===== config.mk =====
export PLATFORM = sky130hd
export DESIGN_NAME = ifu_fetch_unit
export DESIGN_NICKNAME = d
export VERILOG_FILES = /design/src/rtl/ifu_fetch_unit.sv
export SDC_FILE = /design/constraint.sdc
export NUM_CORES = 1
export LEC_CHECK = 0
export CAP_MARGIN = 20
export CORE_MARGIN = 5
export CORE_UTILIZATION = 37
export CTS_CLUSTER_DIAMETER = 150
export DETAILED_ROUTE_END_ITERATION = 10
export PLACE_DENSITY_LB_ADDON = 0.2
export REMOVE_ABC_BUFFERS = 1
export SYNTH_ARGS = -nofsm -noshare
export SYNTH_HDL_FRONTEND = slang
export SYNTH_SLANG_ARGS = --single-unit

===== constraint.sdc =====
create_clock -name clock -period 1.62 [get_ports clock]
set_input_delay 0.324 -clock clock [delete_from_list [all_inputs] [get_ports clock]]
set_output_delay 0.324 -clock clock [all_outputs]
set_load 0.05 [all_outputs]

===== src/rtl/ifu_fetch_unit.sv =====
// Non-pipelined instruction fetch: one AXI4-Lite read per instruction, then hand
// the word to decode and wait for write-back to supply the next PC.
module ifu_fetch_unit #(
  parameter logic [31:0] RESET_PC = 32'h8000_0000
) (
  input  logic        clock,
  input  logic        reset,
  output logic        arvalid,
  input  logic        arready,
  output logic [31:0] araddr,
  input  logic        rvalid,
  output logic        rready,
  input  logic [31:0] rdata,
  input  logic [1:0]  rresp,
  output logic        ifu_valid,
  input  logic        idu_ready,
  output logic [31:0] inst,
  output logic [31:0] ifu_to_idu_pc,
  output logic        ifu_fault,
  input  logic        next_pc_valid,
  input  logic [31:0] next_pc,
  output logic [31:0] fetch_count,
  output logic [1:0]  state_out
);

  typedef enum logic [1:0] {
    S_AR   = 2'd0,
    S_R    = 2'd1,
    S_OUT  = 2'd2,
    S_WAIT = 2'd3
  } state_t;

  state_t      state_q, state_d;
  logic [31:0] pc_q, pc_d;
  logic [31:0] inst_q, inst_d;
  logic        fault_q, fault_d;
  logic [31:0] cnt_q, cnt_d;

  always_ff @(posedge clock) begin
    if (reset) begin
      state_q <= S_AR;
      pc_q    <= RESET_PC;
      inst_q  <= 32'd0;
      fault_q <= 1'b0;
      cnt_q   <= 32'd0;
    end else begin
      state_q <= state_d;
      pc_q    <= pc_d;
      inst_q  <= inst_d;
      fault_q <= fault_d;
      cnt_q   <= cnt_d;
    end
  end

  always_comb begin
    state_d = state_q;
    pc_d    = pc_q;
    inst_d  = inst_q;
    fault_d = fault_q;
    cnt_d   = cnt_q;
    case (state_q)
      S_AR: if (arready) state_d = S_R;
      S_R: if (rvalid) begin
        inst_d  = rdata;
        fault_d = (rresp != 2'b00);
        state_d = S_OUT;
      end
      S_OUT: if (idu_ready) begin
        cnt_d   = cnt_q + 32'd1;
        state_d = S_WAIT;
      end
      S_WAIT: if (next_pc_valid) begin
        pc_d = next_pc;
        // A misaligned target never reaches the bus; decode sees a faulted slot.
        if (next_pc[1:0] == 2'b00) begin
          state_d = S_AR;
        end else begin
          inst_d  = 32'd0;
          fault_d = 1'b1;
          state_d = S_OUT;
        end
      end
      default: state_d = S_AR;
    endcase
  end

  assign arvalid       = (state_q == S_AR);
  assign rready        = (state_q == S_R);
  assign ifu_valid     = (state_q == S_OUT);
  assign araddr        = pc_q;
  assign ifu_to_idu_pc = pc_q;
  assign inst          = inst_q;
  assign ifu_fault     = fault_q;
  assign fetch_count   = cnt_q;
  assign state_out     = state_q;

endmodule

==> Word-level counts from Yosys, hierarchy flattened <==
Cells that the tools add are included.
Widths: inputs -> output; s select.
{ "totals": {"register_bits": 99, "inputBits": 72} }
{ "classes": {"n_addsub": 1, "eq_ne": 8, "mux": 14, "n_reduce_logical": 8} }
{ "ops": {"columns": ["op", "count"], "rows": [
  ["$mux 32", 3],
  ["$pmux 32 s2", 1],
  ["$add 32x1->32 const B", 1],
  ["$mux 2", 5],
  ["$pmux 2 s4", 1],
  ["$reduce_and 4->1", 2],
  ["$ne 2x2->1 const B", 3],
  ["$eq 2x2->1 const B", 2],
  ["$logic_not 2->1", 2],
  ["$ne 2x1->1 const B", 2],
  ["$reduce_and 2->1", 2],
  ["$reduce_bool 2->1", 2],
  ["$mux 1", 3],
  ["$eq 2x1->1 const B", 1],
  ["$pmux 1 s2", 1]
]} }

==> Depth between registers and ports, before layout <==
Gate-level depths: netlist (run 1).
{ "depth": {"depth_word": 4, "mapped_depth": 7, "ltp_nobuf": 5} }

==> Worst setup path before layout (run 1) <==
Ideal clock, no wire load.
{ "synth_path": {"kind": "register -> register", "start": "register state_q[1] (netlist: state_out[1])", "end": "register cnt_q[0] (netlist: fetch_count[0])", "arrival_ns": 2.127, "required_time_ns": 1.492, "slack_ns": -0.635, "stages_incl_launch_ff": 6, "path_buffers": 1, "period_less_slack_ns": 2.255, "path_cell_list": "dfxtp_1 -> buf_2 -> nor2b_1 -> nand2_1 -> xor2_1 -> nor2_1"} }
{ "synth_via": {"elab_chain_len": 2} }
{ "synth_lines": {"columns": ["element", "line_no", "source"], "rows": [
  ["from (decl)", "33", "state_t state_q, state_d;"],
  ["from (signal assigned)", "47", "state_q <= state_d;"],
  ["$eq 2x2->1", null, null],
  ["via ifu_valid", "15", "output logic ifu_valid,"],
  ["$reduce_and 2->1 (no source line)", null, null],
  ["to (signal assigned)", "51", "cnt_q <= cnt_d;"],
  ["to (decl)", "37", "logic [31:0] cnt_q, cnt_d;"]
]} }
The timed path passes the listed nets, and every way through them passes these cells.
A chain may end at the register's enable or synchronous reset.

==> Worst setup path after layout (run 1) <==
{ "layout_path": {"start": "register cnt_q[0] (netlist: fetch_count[0])", "end": "register cnt_q[26] (netlist: fetch_count[26])"} }
{ "layout_via": {"elab_chain_len": 1} }
{ "layout_lines": {"columns": ["element", "line_no", "source"], "rows": [
  ["$add 32x1->32", "69", "cnt_d = cnt_q + 32'd1;"]
]} }
Every way passes these cells.

==> results.sh, run 1 <==
export IMPL_final_cell_area_mm2=0.00717
export IMPL_finalWorstPathRequiredPeriod_ps=1660
export IMPL_root_buffer="sky130_fd_sc_hd__clkbuf_16"
export IMPL_tritoncts="done"
export IMPL_overall_via_count_from_detail_route=4493
export IMPL_violations="negative setup slack"
export IMPL_fin_cells=890
export IMPL_drtPass1Iterations=5
export IMPL_dpl_instance_area_mm2=0.00660
export IMPL_min_path_type="in2reg"
export IMPL_place_inst=863
export IMPL_portBuffers=205
export IMPL_synth_seq_cells=99
export IMPL_intPower_mw=3.89
export IMPL_most_frequent_cells_in_the_layout="sky130_fd_sc_hd__buf_4, sky130_fd_sc_hd__nand2_1, sky130_fd_sc_hd__dfxtp_1, sky130_fd_sc_hd__a21oi_1, sky130_fd_sc_hd__clkdlybuf4s50_1"
export IMPL_syn2layout_area_growth_pct=68.9
export IMPL_ys_seq_area_frac=0.467
export IMPL_fmaxAchievable_ghz=0.601
export IMPL_netlist_area_leader_share=0.467
export IMPL_avgRoutedWirePerCell_um=15.3
export IMPL_synth_largest_area_cell="sky130_fd_sc_hd__dfxtp_1"
export IMPL_wire_length_of_the_first_global_routing_pass_um=20500
export IMPL_ir_worst_vdd_v=0.000493
export IMPL_rsz0062_at_grt="yes"
export IMPL_relSlewSlack=0.727
export IMPL_power_density_mw_per_mm2=741
export IMPL_grt_start_max_net_pins=52
export IMPL_final_hold_worst_slack_ps=386
export IMPL_hpwl_um=9970
export IMPL_fin_ws_ps=-43.8
export IMPL_final_max_slew_violation_count=0
export IMPL_criticalPathCategory="reg2reg"
export IMPL_cts_inserted_buffers=9
export IMPL_antenna_found_initial=0
export IMPL_commonest_non_fill_non_tap_cell_in_the_layout="sky130_fd_sc_hd__buf_4"
export IMPL_comb_power_share=0.149
export IMPL_worst_skew_pair_late_latency_ps=340
export IMPL_fill_cells=974
export IMPL_drive_above_1_share=0.361
export IMPL_worstSetupStartpointType="register"
export IMPL_crit_required_ps=1900
export IMPL_leakagePower_nw=2.89
export IMPL_endpoint_kind="register"
export IMPL_clk_path_buf_depth=2
export IMPL_grt_util_all_layers=0.187
export IMPL_detailedRoute_firstIterationViolations=224
export IMPL_core_footprint_mm2=0.0113
export IMPL_timing_setup_tns_ps=-82.6
export IMPL_skew_ps=5.49
export IMPL_post_synth_inst_count=519
export IMPL_post_synth_main_area_contributors="sky130_fd_sc_hd__dfxtp_1, sky130_fd_sc_hd__a21oi_1, sky130_fd_sc_hd__nand2_1"
export IMPL_detail_route_vias_per_cell=5.05
export IMPL_switching_share=0.269
export IMPL_crit_fanout=7
export IMPL_remaining_drc_errors=0
export IMPL_io_pin_count=206
export IMPL_synthesis_area_per_instance_um2=8.18
export IMPL_routabilityCongestion=0.781
export IMPL_number_of_enable_flip_flop_cells_after_synthesis=0
export IMPL_grt_overflow=0
export IMPL_ant_nets=0
export IMPL_netSwitchingPower_mw=1.43
export IMPL_finalNetCount=815
export IMPL_fp_dieH_um=117
export IMPL_die_w_um=117
export IMPL_initial_core_util=0.375
export IMPL_fp_row_count=39
export IMPL_vias_in_the_first_global_route=4289
export IMPL_p_clk_frac=0.378
export IMPL_h_tree_depth=3
export IMPL_postRouteWirelength_um=13600
export IMPL_timing_worst_slew_pin_value_ps=409
export IMPL_count_of_final_hold_check_violations=0
export IMPL_async_reset_ff_frac=0
export IMPL_setup_viol=3
export IMPL_arrival_ps=1940
export IMPL_library_cells_used_by_synthesis=38
export IMPL_yosys_warnings=0
export IMPL_post_layout_total_power_mw=5.32
export IMPL_clock_slew_at_reported_path_ffs_ps=70
export IMPL_status="complete, but fails checks"
export IMPL_antenna_cells=0
export IMPL_number_of_max_cap_violations=0
export IMPL_synth_cell_area_mm2=0.00425
export IMPL_finalCritPeriodShare=1.03
export IMPL_yosys_most_used_dff="sky130_fd_sc_hd__dfxtp_1"
export IMPL_design_die_area_mm2=0.0137
export IMPL_clkSinkCount=99
export IMPL_power_share_sequential=0.473
==> stage by stage <==
step	util	setup slack, ps
after floorplan	-	-708
after CTS	0.617	5.94
final	0.634	-43.8
after detailed placement	0.583	-473
after global routing	0.634	-110
after global placement	0.583	-380
==> synthesized netlist by cell type, types with 2 or more instances <==
| cell type | n |
|---|---|
| sky130_fd_sc_hd__nand2_1 | 109 |
| sky130_fd_sc_hd__dfxtp_1 | 99 |
| sky130_fd_sc_hd__a21oi_1 | 86 |
| sky130_fd_sc_hd__nand3_1 | 45 |
| sky130_fd_sc_hd__buf_4 | 33 |
| sky130_fd_sc_hd__clkbuf_1 | 26 |
| sky130_fd_sc_hd__nor2_1 | 14 |
| sky130_fd_sc_hd__o31ai_1 | 12 |
| sky130_fd_sc_hd__or4_1 | 12 |
| sky130_fd_sc_hd__nand4_1 | 9 |
| sky130_fd_sc_hd__o21ai_0 | 9 |
| sky130_fd_sc_hd__or3_1 | 9 |
| sky130_fd_sc_hd__xor2_1 | 7 |
| sky130_fd_sc_hd__buf_2 | 6 |
| sky130_fd_sc_hd__and4_1 | 5 |
| sky130_fd_sc_hd__and3_1 | 4 |
| sky130_fd_sc_hd__inv_1 | 4 |
| sky130_fd_sc_hd__nor2b_1 | 4 |
| sky130_fd_sc_hd__buf_6 | 3 |
| sky130_fd_sc_hd__nand3b_1 | 2 |
| sky130_fd_sc_hd__nand4_4 | 2 |
| sky130_fd_sc_hd__nor3_1 | 2 |
| sky130_fd_sc_hd__xnor2_1 | 2 |
==> power by group through the flow <==
stage	Sequential, mW	Clock, mW	Combinational (mW)
floorplan	2.77	0	0.134
global placement	2.56	0	0.779
detailed placement	2.57	0	0.785
CTS	2.51	2.08	0.792
global route	2.52	2.19	0.842
finish	2.51	2.01	0.793
==> final cells by class <==
cell class | count | area, um^2 | area share
clock buffers | 9 | 225 | 0.0314
clock inverters | 7 | 52.6 | 0.00733
inverters | 4 | 15.0 | 0.00209
multi-input cells | 350 | 2020 | 0.281
flip-flops and latches | 99 | 1990 | 0.278
well taps | 143 | 179 | 0.0249
repair buffers | 278 | 2690 | 0.376
==> critical path: stages, from the launching register on <==
cell and delay, ps:
sky130_fd_sc_hd__dfxtp_2 360, sky130_fd_sc_hd__ha_4 140, sky130_fd_sc_hd__and3_4 220, sky130_fd_sc_hd__nand4_4 180, sky130_fd_sc_hd__or4_4 580, sky130_fd_sc_hd__a21oi_2 120
==> metal layers <==
layer  vias to the layer above  part of all wire  global-route usage
li1                       2222                 -                   -
met1                      2069              0.37               0.211
met2                       180              0.51               0.326
met3                        22             0.097              0.0658
met4                         0             0.016              0.0657
met5                         -                 0                   0
==> what timing repair did <==
item,in CTS,in global routing
setup buffers,3,6
hold buffers,0,0
resized for setup,18,35
setup endpoints to repair,20,21
gates cloned,1,1
pin swaps,5,18
==> logic make-up (layout without fill, tap and decap cells) <==
group                    Yosys count  after routing  synth area share
AND/OR/NAND/NOR                  225            227             0.263
AO/OA/AOI/OAI                    111            111             0.141
flip-flops                        99             99             0.467
buffers and inverters             72            298            0.0999
XOR/XNOR                           9              9            0.0186
multiplexers                       2              2           0.00795
adder cells (fa/ha/maj)            1              1           0.00295
==> sequential cells by signal, summed over array words and instances (netlist names) <==
register	cells
fetch_count	32
ifu_fault	1
state_out	2
inst	32
araddr	32
==> final timing paths <==
| path | start | end | slack (ps) | cells past startpoint |
|---|---|---|---|---|
| min | reset | fetch_count[9]$_SDFFE_PP0P_ | 390 | 2 |
| max | fetch_count[0]$_SDFFE_PP0P_ | fetch_count[26]$_SDFFE_PP0P_ | -40 | 5 |
| min reg2reg | inst[12]$_SDFFE_PP0P_ | inst[12]$_SDFFE_PP0P_ | 450 | 2 |
| max reg2reg | fetch_count[0]$_SDFFE_PP0P_ | fetch_count[26]$_SDFFE_PP0P_ | -40 | 5 |
Power figures use the tool's default switching activity.
==> run 2, diff against run 1 <==
--- a/config.mk
+++ b/config.mk
@@ -10,8 +10,10 @@
 export CORE_UTILIZATION = 37
 export CTS_CLUSTER_DIAMETER = 150
 export DETAILED_ROUTE_END_ITERATION = 10
+export HOLD_SLACK_MARGIN = 0.02
 export PLACE_DENSITY_LB_ADDON = 0.2
 export REMOVE_ABC_BUFFERS = 1
+export SLEW_MARGIN = 20
 export SYNTH_ARGS = -nofsm -noshare
 export SYNTH_HDL_FRONTEND = slang
 export SYNTH_SLANG_ARGS = --single-unit
==> results of run 2 <==
Same layout as run 1: the final DEF is identical, and so are final timing and power.
==> run 3, diff against run 2 <==
--- a/config.mk
+++ b/config.mk
@@ -6,8 +6,8 @@
 export NUM_CORES = 1
 export LEC_CHECK = 0
 export CAP_MARGIN = 20
-export CORE_MARGIN = 5
-export CORE_UTILIZATION = 37
+export CORE_MARGIN = 4
+export CORE_UTILIZATION = 35
 export CTS_CLUSTER_DIAMETER = 150
 export DETAILED_ROUTE_END_ITERATION = 10
 export HOLD_SLACK_MARGIN = 0.02
==> run 3 against run 2 <==
Effect of this change:
- the run still ends with negative setup slack left
- sequential power about the same
- first-iteration DRC count down 20%
- clock-buffer cell count increased by 2
- final cell count increased by 0.11%
- register-to-register slack improved by 20 ps
- largest cell class unchanged
- wire length is 3.4% lower
- largest power group unchanged
- utilization decreased by 1.9 points
- worst setup slack better by 20 ps
- power rose by 5.9%
- combinational power about the same
==> results.sh, run 3 (same netlist as run 1, synthesis figures left out) <==
export IMPL_crit_required_ps=1890
export IMPL_arrival_ps=1920
export IMPL_drive_above_1_share=0.356
export IMPL_worst_skew_pair_late_latency_ps=330
export IMPL_maxUsedRoutingLayer="met4"
export IMPL_endpoint_kind="register"
export IMPL_min_path_type="in2reg"
export IMPL_drtPass1Iterations=5
export IMPL_ant_nets=0
export IMPL_grt_util_all_layers=0.180
export IMPL_wire_length_of_the_first_global_routing_pass_um=21100
export IMPL_multiInputGateArea_mm2=0.00196
export IMPL_finalWorstPathRequiredPeriod_ps=1640
export IMPL_fp_row_count=39
export IMPL_violations="negative setup slack"
export IMPL_routabilityCongestion=0.828
export IMPL_root_buffer="sky130_fd_sc_hd__clkbuf_16"
export IMPL_commonest_non_fill_non_tap_cell_in_the_layout="sky130_fd_sc_hd__buf_4"
export IMPL_count_of_final_hold_check_violations=0
export IMPL_worstSetupStartpointType="register"
export IMPL_detailedRoute_firstIterationViolations=180
export IMPL_portBuffers=205
export IMPL_status="complete, but fails checks"
export IMPL_hpwl_um=9660
export IMPL_ff_latch_area_mm2=0.00200
export IMPL_die_w_um=118
export IMPL_ir_worst_vdd_v=0.000580
export IMPL_clkSinkCount=99
export IMPL_most_frequent_cells_in_the_layout="sky130_fd_sc_hd__buf_4, sky130_fd_sc_hd__nand2_1, sky130_fd_sc_hd__dfxtp_1, sky130_fd_sc_hd__a21oi_1, sky130_fd_sc_hd__clkdlybuf4s50_1"
export IMPL_vias_in_the_first_global_route=4287
export IMPL_met2_length_um=6540
export IMPL_h_tree_depth=3
export IMPL_io_pin_count=206
export IMPL_hold_buffers=0
export IMPL_power_density_mw_per_mm2=786
export IMPL_fp_dieH_um=118
export IMPL_syn2layout_area_growth_pct=68.7
export IMPL_met3_routed_length_um=1060
export IMPL_antenna_cells=0
export IMPL_grt_overflow=0
export IMPL_avgRoutedWirePerCell_um=14.8
export IMPL_wl_met1_um=5440
export IMPL_core_footprint_mm2=0.0117
export IMPL_finalCritPeriodShare=1.01
export IMPL_tritoncts="done"
export IMPL_antenna_found_initial=0
export IMPL_number_of_max_cap_violations=0
export IMPL_timing_worst_slew_pin_value_ps=335
export IMPL_leakagePower_nw=2.93
export IMPL_fin_cells=891
export IMPL_fin_ws_ps=-23.8
export IMPL_dpl_instance_area_mm2=0.00657
export IMPL_cp_slowest_cell="sky130_fd_sc_hd__or4_4"
export IMPL_fmaxAchievable_ghz=0.608
export IMPL_fill_cells=999
export IMPL_overall_via_count_from_detail_route=4444
export IMPL_design_die_area_mm2=0.0140
export IMPL_grt_start_max_net_pins=48
export IMPL_final_max_slew_violation_count=0
export IMPL_clk_path_buf_depth=2
export IMPL_crit_fanout=6
export IMPL_criticalPathCategory="reg2reg"
export IMPL_cts_inserted_buffers=9
export IMPL_relSlewSlack=0.777
export IMPL_rsz0062_at_grt="yes"
export IMPL_initial_core_util=0.364
export IMPL_detail_route_vias_per_cell=4.99
export IMPL_skew_ps=4.05
export IMPL_crit_path_max_incr_delay_ps=570
export IMPL_final_cell_area_mm2=0.00716
export IMPL_clock_slew_at_reported_path_ffs_ps=70
export IMPL_postRouteWirelength_um=13200
export IMPL_setup_viol=1
export IMPL_final_hold_worst_slack_ps=309
export IMPL_finalNetCount=816
export IMPL_series_of_cell_instances_along_the_critical_path="ha_4, and3_4, nand4_4, or4_4, a21oi_2"
export IMPL_place_inst=858
export IMPL_remaining_drc_errors=0
-- run 3: cell count changes in the layout (fill, tap and decap cells not counted), moves of 3 or more --
cell / before / now
sky130_fd_sc_hd__dfxtp_1: 92 / 88
sky130_fd_sc_hd__o31ai_2: 3 / 0
sky130_fd_sc_hd__o31ai_1: 9 / 12
sky130_fd_sc_hd__buf_4: 168 / 172
sky130_fd_sc_hd__a21oi_2: 9 / 6
sky130_fd_sc_hd__a21oi_1: 77 / 80
sky130_fd_sc_hd__clkinvlp_4: 4 / 0
-- run 3: layout make-up --
type,instances,area share
clock buffers,11,0.0353
clock inverters,5,0.0105
inverters,4,0.00210
multi-input cells,350,0.273
flip-flops and latches,99,0.279
well taps,143,0.0250
repair buffers,279,0.375
-- run 3: path summary, 6_finish.rpt --
| kind | from | endpoint | slack (ps) | depth (start not counted) |
|---|---|---|---|---|
| setup / recovery | fetch_count[0]$_SDFFE_PP0P_ | fetch_count[20]$_SDFFE_PP0P_ | -20 | 5 |
| hold / removal | reset | state_out[0]$_SDFFE_PP0P_ | 310 | 2 |
| setup reg to reg | fetch_count[0]$_SDFFE_PP0P_ | fetch_count[20]$_SDFFE_PP0P_ | -20 | 5 |
| hold reg to reg | inst[7]$_SDFFE_PP0P_ | inst[7]$_SDFFE_PP0P_ | 450 | 2 |
-- run 3: per-layer routing --
| layer | vias to the layer above | track usage |
|---|---|---|
| met5 | - | 0 |
| met4 | 0 | 0.0564 |
| met3 | 11 | 0.0597 |
| met2 | 148 | 0.309 |
| met1 | 2059 | 0.214 |
| li1 | 2226 | - |
-- run 3: power by group --
group	total (mW)	switching [mW]	internal, mW	leakage (nW)
logic	0.795	0.440	0.354	1.96
clock network	2.32	0.894	1.43	0.165
registers	2.51	0.0291	2.48	0.806
-- run 3: through the flow --
stage          power, mW  setup TNS [ps]   util  setup WS (ps)
2_1_floorplan       2.91          -47160      -           -708
3_3_place_gp        3.34           -8610  0.563           -360
3_5_place_dp        3.35          -10630  0.563           -428
4_1_cts             5.69           -5.06  0.600          -5.06
5_1_grt             5.87            -398  0.614          -81.4
6_report            5.63           -23.8  0.614          -23.8
-- run 3: what timing repair did --
item / 4_1_cts / 5_1_grt
resized for setup: 14 / 34
setup buffers: 6 / 9
pin swaps: 4 / 21
setup endpoints to repair: 21 / 22
gates cloned: 1 / 1
hold endpoints to repair: 0 / 0
-- run 3: critical path: cells and delay by family, from the launching register on --
kind | cells | cell delay [ps]
flops | 1 | 360
fa+ha+maj | 1 | 140
simple gates | 3 | 950
compound gates | 1 | 120
